### src/rtl/cdb_pkg.sv
// Shared definitions for the Common Data Bus producer.
//   cdb_pkt_t  : one broadcast result {data, prf_idx, rob_idx}; validity travels
//                separately so that an empty slot is just an all-zero packet.
//   XLEN/PRF/ROB and the derived index widths size every port of the block.
//   wrap_idx() : single-step modulo used by the rotating-priority scan.
package cdb_pkg;

  localparam int XLEN      = 32;
  localparam int PRF       = 64;
  localparam int ROB       = 16;
  localparam int PRF_IDX_W = $clog2(PRF);
  localparam int ROB_IDX_W = $clog2(ROB);

  typedef struct packed {
    logic [XLEN-1:0]      data;
    logic [PRF_IDX_W-1:0] prf_idx;
    logic [ROB_IDX_W-1:0] rob_idx;
  } cdb_pkt_t;

  localparam int PKT_W = $bits(cdb_pkt_t);

  // i is known to be below 2*n, so one conditional subtract is a full modulo.
  function automatic int wrap_idx(input int i, input int n);
    return (i >= n) ? (i - n) : i;
  endfunction

endpackage

### src/rtl/cdb_fu_fifo.sv
// Per-FU result buffer in front of the CDB arbiter.
// Ports:
//   clock, reset  : rising-edge clock, asynchronous active-low reset
//   push          : write din at this edge (ignored when full)
//   pop           : retire the head at this edge (ignored when empty)
//   flush         : empty the buffer; wins over push and pop
//   din / dout    : write data / current head (stale when empty)
//   empty, count  : occupancy, registered
module cdb_fu_fifo
  import cdb_pkg::*;
#(
  parameter int  DEPTH = 2,
  localparam int CW    = $clog2(DEPTH + 1)
) (
  input  logic          clock,
  input  logic          reset,
  input  logic          push,
  input  logic          pop,
  input  logic          flush,
  input  cdb_pkt_t      din,
  output cdb_pkt_t      dout,
  output logic          empty,
  output logic [CW-1:0] count
);

  // DEPTH is a power of two, so the pointers wrap by plain overflow.
  localparam int PW = $clog2(DEPTH);

  cdb_pkt_t      mem [DEPTH];
  logic [PW-1:0] wr_ptr;
  logic [PW-1:0] rd_ptr;
  logic          push_ok;
  logic          pop_ok;

  assign empty   = (count == '0);
  assign push_ok = push && (count < CW'(DEPTH));
  assign pop_ok  = pop && !empty;
  assign dout    = mem[rd_ptr];

  always_ff @(posedge clock or negedge reset) begin
    if (!reset) begin
      wr_ptr <= '0;
      rd_ptr <= '0;
      count  <= '0;
    end else if (flush) begin
      wr_ptr <= '0;
      rd_ptr <= '0;
      count  <= '0;
    end else begin
      if (push_ok) wr_ptr <= wr_ptr + PW'(1);
      if (pop_ok)  rd_ptr <= rd_ptr + PW'(1);
      // Simultaneous push and pop leaves the occupancy unchanged.
      case ({push_ok, pop_ok})
        2'b10:   count <= count + CW'(1);
        2'b01:   count <= count - CW'(1);
        default: count <= count;
      endcase
    end
  end

  // Storage carries no reset: an entry is only read after count says it was written.
  always_ff @(posedge clock) begin
    if (push_ok && !flush) mem[wr_ptr] <= din;
  end

endmodule

### src/rtl/cdb_arbiter.sv
// Producer end of the Common Data Bus.
// Collects results from NUM_FU functional units into per-FU FIFOs and
// broadcasts up to WAYS of them per cycle on registered CDB slots, using a
// rotating (round-robin) priority between FUs.
// Ports:
//   clock, reset        : rising-edge clock, asynchronous active-low reset
//   squash              : synchronous flush of all buffered results and the bus
//   fu_valid/fu_ready   : per-FU result handshake
//   fu_data/prf/rob_idx : result payload of each FU
//   CDB_Data/PRF/rob    : registered broadcast payload, one per slot
//   CDB_valid           : slot carries a result this cycle
//
// Handshake: a result transfers at a rising edge where fu_valid[i] and
// fu_ready[i] are both high. fu_ready[i] depends only on registered
// occupancy, so a producer may look at it without any combinational loop
// through fu_valid; a pop at the same edge does not raise it. A producer that
// is not accepted must hold its valid and payload until it is.
module cdb_arbiter
  import cdb_pkg::*;
#(
  parameter int NUM_FU    = 6,
  parameter int WAYS      = 3,
  parameter int BUF_DEPTH = 2
) (
  input  logic                                 clock,
  input  logic                                 reset,
  input  logic                                 squash,
  input  logic [NUM_FU-1:0]                    fu_valid,
  input  logic [NUM_FU-1:0][XLEN-1:0]          fu_data,
  input  logic [NUM_FU-1:0][PRF_IDX_W-1:0]     fu_prf_idx,
  input  logic [NUM_FU-1:0][ROB_IDX_W-1:0]     fu_rob_idx,
  output logic [NUM_FU-1:0]                    fu_ready,
  output logic [WAYS-1:0][XLEN-1:0]            CDB_Data,
  output logic [WAYS-1:0][PRF_IDX_W-1:0]       CDB_PRF_idx,
  output logic [WAYS-1:0][ROB_IDX_W-1:0]       CDB_rob_idx,
  output logic [WAYS-1:0]                      CDB_valid
);

  localparam int FU_W  = (NUM_FU > 1) ? $clog2(NUM_FU) : 1;
  localparam int CNT_W = $clog2(BUF_DEPTH + 1);

  logic [FU_W-1:0]   rr_ptr;
  logic [FU_W-1:0]   rr_next;
  logic [NUM_FU-1:0] push;
  logic [NUM_FU-1:0] grant;
  logic [NUM_FU-1:0] empty;
  cdb_pkt_t          in_pkt [NUM_FU];
  cdb_pkt_t          head   [NUM_FU];
  logic [CNT_W-1:0]  count  [NUM_FU];
  cdb_pkt_t          slot_pkt [WAYS];
  logic [WAYS-1:0]   slot_vld;
  cdb_pkt_t          cdb_q    [WAYS];

  // ---------------------------------------------------------------------------
  // Per-FU buffers. A granted head pops at the same edge the CDB registers
  // capture it; squash drives flush, which overrides both push and pop.
  // ---------------------------------------------------------------------------
  for (genvar i = 0; i < NUM_FU; i++) begin : g_fu
    assign fu_ready[i] = (count[i] < CNT_W'(BUF_DEPTH));
    assign push[i]     = fu_valid[i] & fu_ready[i];
    assign in_pkt[i]   = {fu_data[i], fu_prf_idx[i], fu_rob_idx[i]};

    cdb_fu_fifo #(
      .DEPTH (BUF_DEPTH)
    ) u_fifo (
      .clock (clock),
      .reset (reset),
      .push  (push[i]),
      .pop   (grant[i]),
      .flush (squash),
      .din   (in_pkt[i]),
      .dout  (head[i]),
      .empty (empty[i]),
      .count (count[i])
    );
  end

  // ---------------------------------------------------------------------------
  // Rotating-priority selector and slot packer. The scan starts at rr_ptr and
  // wraps; the first WAYS non-empty FIFOs win and fill slots 0.. in scan order.
  // Only registered occupancy is looked at, so a push this cycle is invisible
  // here until the next cycle.
  // ---------------------------------------------------------------------------
  always_comb begin
    int g;
    int idx;
    int last;
    g        = 0;
    idx      = 0;
    last     = 0;
    grant    = '0;
    slot_vld = '0;
    for (int s = 0; s < WAYS; s++) slot_pkt[s] = '0;

    for (int k = 0; k < NUM_FU; k++) begin
      idx = wrap_idx(int'(rr_ptr) + k, NUM_FU);
      if (!empty[idx] && (g < WAYS)) begin
        grant[idx]  = 1'b1;
        slot_pkt[g] = head[idx];
        slot_vld[g] = 1'b1;
        g           = g + 1;
        last        = idx;
      end
    end

    // Priority moves just past the last winner; an idle cycle keeps it.
    rr_next = rr_ptr;
    if (g > 0) rr_next = FU_W'(wrap_idx(last + 1, NUM_FU));
  end

  // ---------------------------------------------------------------------------
  // Registered broadcast. Unused slots are loaded with zero payload so the bus
  // never shows stale data next to a low valid bit.
  // ---------------------------------------------------------------------------
  always_ff @(posedge clock or negedge reset) begin
    if (!reset) begin
      rr_ptr    <= '0;
      CDB_valid <= '0;
      for (int s = 0; s < WAYS; s++) cdb_q[s] <= '0;
    end else if (squash) begin
      rr_ptr    <= '0;
      CDB_valid <= '0;
      for (int s = 0; s < WAYS; s++) cdb_q[s] <= '0;
    end else begin
      rr_ptr    <= rr_next;
      CDB_valid <= slot_vld;
      for (int s = 0; s < WAYS; s++) cdb_q[s] <= slot_pkt[s];
    end
  end

  for (genvar s = 0; s < WAYS; s++) begin : g_slot
    assign CDB_Data[s]    = cdb_q[s].data;
    assign CDB_PRF_idx[s] = cdb_q[s].prf_idx;
    assign CDB_rob_idx[s] = cdb_q[s].rob_idx;
  end

endmodule

### config.mk
export PLATFORM = sky130hd
export DESIGN_NAME = cdb_arbiter
export DESIGN_NICKNAME = d
export VERILOG_FILES = /design/src/rtl/cdb_pkg.sv /design/src/rtl/cdb_fu_fifo.sv /design/src/rtl/cdb_arbiter.sv
export SDC_FILE = /design/constraint.sdc
export NUM_CORES = 2
export LEC_CHECK = 0
export BUFFER_PORTS_ARGS = -buffer_cell sky130_fd_sc_hd__buf_2
export CELL_PAD_IN_SITES_DETAIL_PLACEMENT = 1
export CELL_PAD_IN_SITES_GLOBAL_PLACEMENT = 2
export CORE_ASPECT_RATIO = 0.7
export CORE_MARGIN = 2
export CORE_UTILIZATION = 43
export CTS_BUF_LIST = sky130_fd_sc_hd__clkbuf_8
export DETAILED_ROUTE_END_ITERATION = 10
export PLACE_DENSITY_LB_ADDON = 0.1
export SLEW_MARGIN = 20
export SYNTH_ARGS = -nofsm -noshare
export SYNTH_HDL_FRONTEND = slang
export SYNTH_SLANG_ARGS = --single-unit
export TNS_END_PERCENT = 30
### constraint.sdc
create_clock -name clock -period 14.65 [get_ports clock]
set_input_delay 1.465 -clock clock [delete_from_list [all_inputs] [get_ports clock]]
set_output_delay 1.465 -clock clock [all_outputs]
set_load 0.05 [all_outputs]
## Yosys cells after proc, flatten, opt, wreduce, memory -nomap -nowiden

Memories as Yosys holds them, arrays and structs flattened.
Cells that the tools add are included.

- Memories kept: 6
- Bits in writable memories: 504
- Flip-flop bits (word level): 156
- Logic and storage cells: 411

- Reduce and logical (&&, ||, !) cells: 76
- Muxes and demuxes: 162
- Order comparisons: 57
- $add $sub $neg: 42
- Bitwise operators: 27
- Equality and inequality tests: 12

Memory list:

| memory | words | width | read ports | clocked after memory_dff | write ports | RTL line | RTL |
|---|---|---|---|---|---|---|---|
| g_fu[0].u_fifo.mem | 2 | 42 | 1 | 0 | 1 | cdb_fu_fifo.sv:29 | `cdb_pkt_t mem [DEPTH];` |
| g_fu[1].u_fifo.mem | 2 | 42 | 1 | 0 | 1 | cdb_fu_fifo.sv:29 |  |
| g_fu[2].u_fifo.mem | 2 | 42 | 1 | 0 | 1 | cdb_fu_fifo.sv:29 |  |
| g_fu[3].u_fifo.mem | 2 | 42 | 1 | 0 | 1 | cdb_fu_fifo.sv:29 |  |
| g_fu[4].u_fifo.mem | 2 | 42 | 1 | 0 | 1 | cdb_fu_fifo.sv:29 |  |
| g_fu[5].u_fifo.mem | 2 | 42 | 1 | 0 | 1 | cdb_fu_fifo.sv:29 |  |

Operator list:

| operator | number |
|---|---|
| $bmux W42 S3 | 6 |
| $mux W126 | 6 |
| $mux W42 | 18 |
| $bwmux W126 | 5 |
| $mux W32 | 17 |
| $demux W42 S2 | 5 |
| $ge A32 B1 Y1 const B | 11 |
| $not A32 Y32 | 11 |
| $ge A32 B4 Y1 const B | 7 |
| $add A32 B2 Y32 const B | 6 |
| $lt A32 B5 Y1 const B | 6 |
| $ge A32 B3 Y1 const B | 5 |
| $lt A32 B1 Y1 const B | 5 |
| $lt A32 B3 Y1 const B | 5 |
| $lt A32 B4 Y1 const B | 5 |
| $mux W1 | 61 |
| $logic_and A1 B1 Y1 | 39 |
| $mux W6 | 6 |
| $gt A32 B1 Y1 const B | 1 |
| $or A6 B6 Y6 | 5 |
| $mux W3 | 9 |
| $reduce_bool A2 Y1 | 13 |
| $sub A4 B3 Y5 const B | 5 |
| $pmux W2 S2 | 6 |
| other kinds (23) | 113 |

## Logic depth before layout (Yosys ltp)

- Word-level depth: 26
- Depth in mapped cells: 49
- Depth with buffers taken out: 39

## By module

A second synthesis with hierarchy kept.

- Cell total of the unflattened synthesis: 3539
- Area total of the unflattened synthesis: 39016.2 sq um

Modules (own cells, without submodules):

| module | instances | area each (sq um) | cells an instance | seq. area each (sq um) |
|---|---|---|---|---|
| cdb_arbiter | 1 | 18356.4 | 2624 | 3303.2 |
| cdb_fu_fifo at g_fu[0].u_fifo ... | 3 | 3448.3 | 153 | 2622.5 |
| cdb_fu_fifo at g_fu[2].u_fifo ... | 3 | 3438.3 | 152 | 2622.5 |

## Worst setup path before layout

OpenSTA, ideal clock, no wires.

- Path kind: register to register
- Start point: register rr_ptr[0]
- End point: register rr_ptr[1]
- Cell stages (with the launch flop): 46
- Data required time: 14563 ps
- Setup time: 87 ps
- Arrival time: 9928 ps
- Path slack: 4635 ps
- Cell sequence: dfrtp_1 > buf_2 > clkinv_1 > clkbuf_1 > clkbuf_1 > clkbuf_1 > ha_1 > ha_1 > inv_1 > ha_1 > inv_1 > a32o_1 > o31ai_2 > o21ai_1 > buf_2 > ha_1 > and3_1 > buf_2 > [... 10 more ...] > buf_1 > clkbuf_1 > xnor2_1 > ha_1 > a21o_1 > nor2_1 > nor3_1 > a211oi_4 > ha_1 > nand2_1 > ha_1 > nor4_1 > nand3_1 > nor2_1 > nor3b_1 > mux2i_2 > o31a_1 > a211oi_2

- Cells in the longest elaborated chain, start to end: 26
- Elaborated cells between the ends (all ways): 81
- Classes of those cells: 18 x add/sub; 13 x order compare; 39 x mux; 11 x reduce/logical

RTL lines:

| item | RTL line | RTL |
|---|---|---|
| from (decl) | cdb_arbiter.sv:42 | `logic [FU_W-1:0] rr_ptr;` |
| from (signal assigned) | cdb_arbiter.sv:125 | `rr_ptr <= rr_next;` |
| $sub A3 B3 Y4 (tied with other cells) | cdb_pkg.sv:24 | `return (i >= n) ? (i - n) : i;` |
| $mux W32 (tied with other cells) | cdb_pkg.sv:24 |  |
| $bmux W1 S3 or $mux W32 (tied branches) | cdb_arbiter.sv:97, cdb_pkg.sv:24 |  |
| $mux W1 (implied by the code) or $bmux W1 S3 (tied branches) | cdb_arbiter.sv:97 | `if (!empty[idx] && (g < WAYS)) begin` |
| $mux W1 (implied by the code) | cdb_arbiter.sv:97 |  |
| $mux W1 | cdb_arbiter.sv:97 |  |
| $lt A32 B3 Y1 or $logic_not A1 Y1 (tied branches) | cdb_arbiter.sv:97 |  |
| $logic_and A1 B1 Y1 | cdb_arbiter.sv:97 |  |
| [... 10 more ...] | - |  |
| $lt A32 B3 Y1 | cdb_arbiter.sv:97 |  |
| $logic_and A1 B1 Y1 | cdb_arbiter.sv:97 |  |
| $mux W32 | cdb_arbiter.sv:97 |  |
| $add A32 B2 Y32 | cdb_arbiter.sv:108 | `if (g > 0) rr_next = FU_W'(wrap_idx(last + 1, NUM_FU));` |
| $ge A32 B4 Y1 or $sub A3 B2 Y3 (tied branches) | cdb_pkg.sv:24 |  |
| $mux W3 | cdb_pkg.sv:24 |  |
| $mux W3 | cdb_arbiter.sv:108 |  |
| $mux W3 | cdb_arbiter.sv:120 | `end else if (squash) begin` |

Several ways; a longest one is shown, not always the timed one. The select of a mux whose other input is x is not followed.
A chain may end at the register's enable or synchronous reset.

## Final worst setup path

Same ends and word-level chain as after synthesis.

==> impl_results.md <==
- Highest Signal Layer: met5
- GPL Wtd Cong: about 0.99
- I/O pins: 396
- Cells after synthesis: 3724
- Yosys top cell by area: edfxtp_1
- Final min period: between 10000 and 15000 ps
- Hpwl dp: between 100000 and 150000 um
- Crit path max-delay cell type: ha_1
- PnR worst setup slack: 2050 ps
- Final layout net count: 4268
- Worst Hold Depth: 2
- Hold Slack: 598 ps
- Core area: 87700 um^2
- Max Clock Freq: around 79 MHz
- Input/output buffers: 395
- CP bufs+invs: 6
- Final hold viol count: 0
- Chip Width: approximately 360 um
- Pre-CTS WS: about 2400 ps
- Crit end category: flop
- RSZ-0062 raised after global routing: no
- Wire per inst: between 30 and 40 um
- Initial Util: between 40% and 50%
- Clock-pin slew on the worst setup and hold paths: 80 ps
- Post-CTS setup buffers: 0
- Max Clock Skew: 38.2 ps
- Worst reg2reg path depth: 39
- Net Count, Synth: ~4000
- Final TNS setup: 0 ps
- Reg2Reg Setup Slack: 2050 ps
- Most frequent CP cell: ha_1
- Area grow syn2layout: 13.1%
- Min-delay worst type: flop to flop
- # H-tree levels: 3
- CTS buffer count: ~100
- Via Count: 33700
- TritonCTS clock tree: built
- Largest incremental delay on the critical path: 830 ps
- Distinct cells, synth: 85
- Synthesized flop and latch total: 660
- Top Family by Delay on Critical Path: simple AND/OR/NAND/NOR gates
- Yosys warns: 0
- Antenna-violating nets left: 0
- Max-slew violation count: 0
- Avg Inst Size Synth: 10.2 um^2
- Longest Clk Path Bufs: 3
- Die area: between 90000 and 100000 um^2
- Final setup viols: 0
- Overall Global Routing Usage: between 30% and 40%
- CTS sink cnt: 660
- Required @ worst endpoint: 15290 ps
- Largest net degree at the start of global routing: roughly 130
- Max cap viols: 0
- Post-Route WL: 175000 um
- DR vias/cell: about 6.5
- Crit path launch type: flop
- DRT iter0 DRCs: a little over 5000
- Kind of critical path: flop to flop
- Part of the Yosys area used for sequential elements: about half
- Mapped cell area: 37900 um^2
- Worst Tran Pin Value: 1310 ps
- Crit path DAT: 13230 ps
- Placed Cells: 5024
- Share of the synthesized area in the top cell type: approximately two fifths
- Rows: 91
- Vias in the first global route: 32400
- Critical path peak fanout: 57
- TritonRoute pass-1 iters: 11
- Met3 wire len: 23400 um
- Final worst-path cycle share: 86.0%
- Die Ht: around 250 um
- # resized after CTS: 0
- Clock Root Buffer: clkbuf_8
- Max-slew headroom: 11.8%
- Outcome: completed
- Post-route insts no fill: 5222
- Ys flop type: edfxtp_1
- Hold buffers post-CTS: 0
- Clk_lat worst skew: 820 ps
- Synth area leaders: edfxtp_1 (40%), mux2i_1 (15%), dfrtp_1 (10%), nand2_1 (5.9%), nor2_1 (3.1%)
- Number of synthesized flops with an enable pin: about 500
- First-pass GRT wire length: 245000 um
- Initial antenna violation count: 14
- Critical path depth: 39
- Proportion of layout cells with a drive suffix above 1: between 15 and 20%
- Metal2 WL: 67700 um
- Synth async-reset ratio: 23.6%
- Wl on met1: just over 80000 um
- Drt drc: 0
- GR Overflow Total: 0
==> cell usage in the layout, fill, tap and decap left out, types with 6 or more instances in the layout <==
cell type	n
a22oi_1	48
nand2_1	586
nor2b_1	6
buf_4	67
a31oi_1	7
clkinv_1	23
edfxtp_1	504
and2_1	6
dfrtp_2	6
mux2i_2	6
o211ai_1	51
nor3_2	7
o21ai_1	6
dfrtp_1	149
nor3b_2	6
a21oi_1	203
buf_2	393
mux2i_1	551
clkinv_2	6
inv_1	72
diode_2	7
nand3_1	54
xnor2_1	16
or3_1	48
o21ai_0	225
clkbuf_8	108
a211oi_1	50
nand2_2	6
ha_1	39
a22o_1	43
a222oi_1	84
o22ai_1	86
nor3_1	101
a311o_1	43
nor2_1	304
==> flip-flops by register name (all words and copies together), names as in the netlist <==
register and cells:
CDB_valid 3, g_fu.u_fifo.rd_ptr 6, CDB_Data 96, g_fu.u_fifo.mem 504
CDB_PRF_idx 18, g_fu.u_fifo.count 12, g_fu.u_fifo.wr_ptr 6, CDB_rob_idx 12
rr_ptr 3
==> worst paths after layout <==
path	from	end
setup / recovery	rr_ptr[0]	rr_ptr[1]
hold / removal	g_fu[4].u_fifo.rd_ptr	g_fu[4].u_fifo.rd_ptr
setup reg to reg	rr_ptr[0]	rr_ptr[1]
hold reg to reg	g_fu[4].u_fifo.rd_ptr	g_fu[4].u_fifo.rd_ptr
max in group asynchronous	reset	rr_ptr[0]
min in group asynchronous	reset	g_fu[4].u_fifo.rd_ptr
==> synth_stat cells, types with 3 or more instances <==
cell type / instances
or3_1: 48
nor3b_1: 11
a221oi_1: 3
ha_1: 40
nor2_1: 310
o211a_1: 3
nor2b_1: 6
o21a_1: 5
a211oi_1: 50
xnor2_1: 18
a21o_1: 4
o21bai_1: 3
a22o_1: 43
buf_1: 41
and3_1: 7
nor3_1: 107
o31ai_1: 3
buf_2: 26
nand2_1: 591
a2bb2oi_1: 3
nand3b_1: 3
dfrtp_1: 156
o211ai_1: 51
mux2i_1: 556
clkbuf_1: 256
a31oi_1: 7
o21ai_1: 6
nand2b_1: 5
o21ai_0: 226
a311o_1: 43
o22ai_1: 86
inv_1: 32
and2_1: 8
edfxtp_1: 504
nand4_1: 5
xor2_1: 5
a22oi_1: 48
a21oi_1: 203
nand3_1: 54
mux2_2: 3
a222oi_1: 84
==> cell families (layout without fill, tap and decap cells) <==
group	Yosys count	after routing	synth area share (%)
multiplexers	561	561	14.9
adder cells (fa/ha/maj)	40	40	1.32
flip-flops	660	660	50.3
other	0	7	0
buffers and inverters	361	690	3.70
AND/OR/NAND/NOR	1172	1172	13.0
XOR/XNOR	26	26	0.690
AO/OA/AOI/OAI	904	904	16.1
==> worst min-delay path: cells and delay by family (launching register included) <==
family           cells  cell delay [ps]
flip-flops           1              390
AND/OR/NAND/NOR      1               40
XOR/XNOR             1              130
==> final cells by class <==
class	instances	area (um^2)
sequential	660	19000
tap	1162	1450
antenna	7	17.5
clock inverter	83	504
inverter	35	136
timing repair buffer	464	2530
multi-input combinational	2703	17600
clock buffer	108	1490
fill	9733	44900
==> metal layers <==
layer / up-vias / global-route usage (%)
met4: 6 / 7.96
met5: - / 1.41
met3: 226 / 14.1
li1: 14400 / -
met2: 2094 / 49.1
met1: 17000 / 58.8
==> stage by stage <==
| stage | cell area (um^2) | util (%) |
|---|---|---|
| finish | 42800 | 48.8 |
| global route | 42800 | 48.8 |
| CTS | 42800 | 48.8 |
| detailed placement | 40800 | 46.5 |
| global placement | 40800 | 46.5 |
| floorplan | 37900 | - |
Power is left out: the tool's default activity adds up to more than one toggle a clock period on the data nets, which glitch-free logic cannot reach.
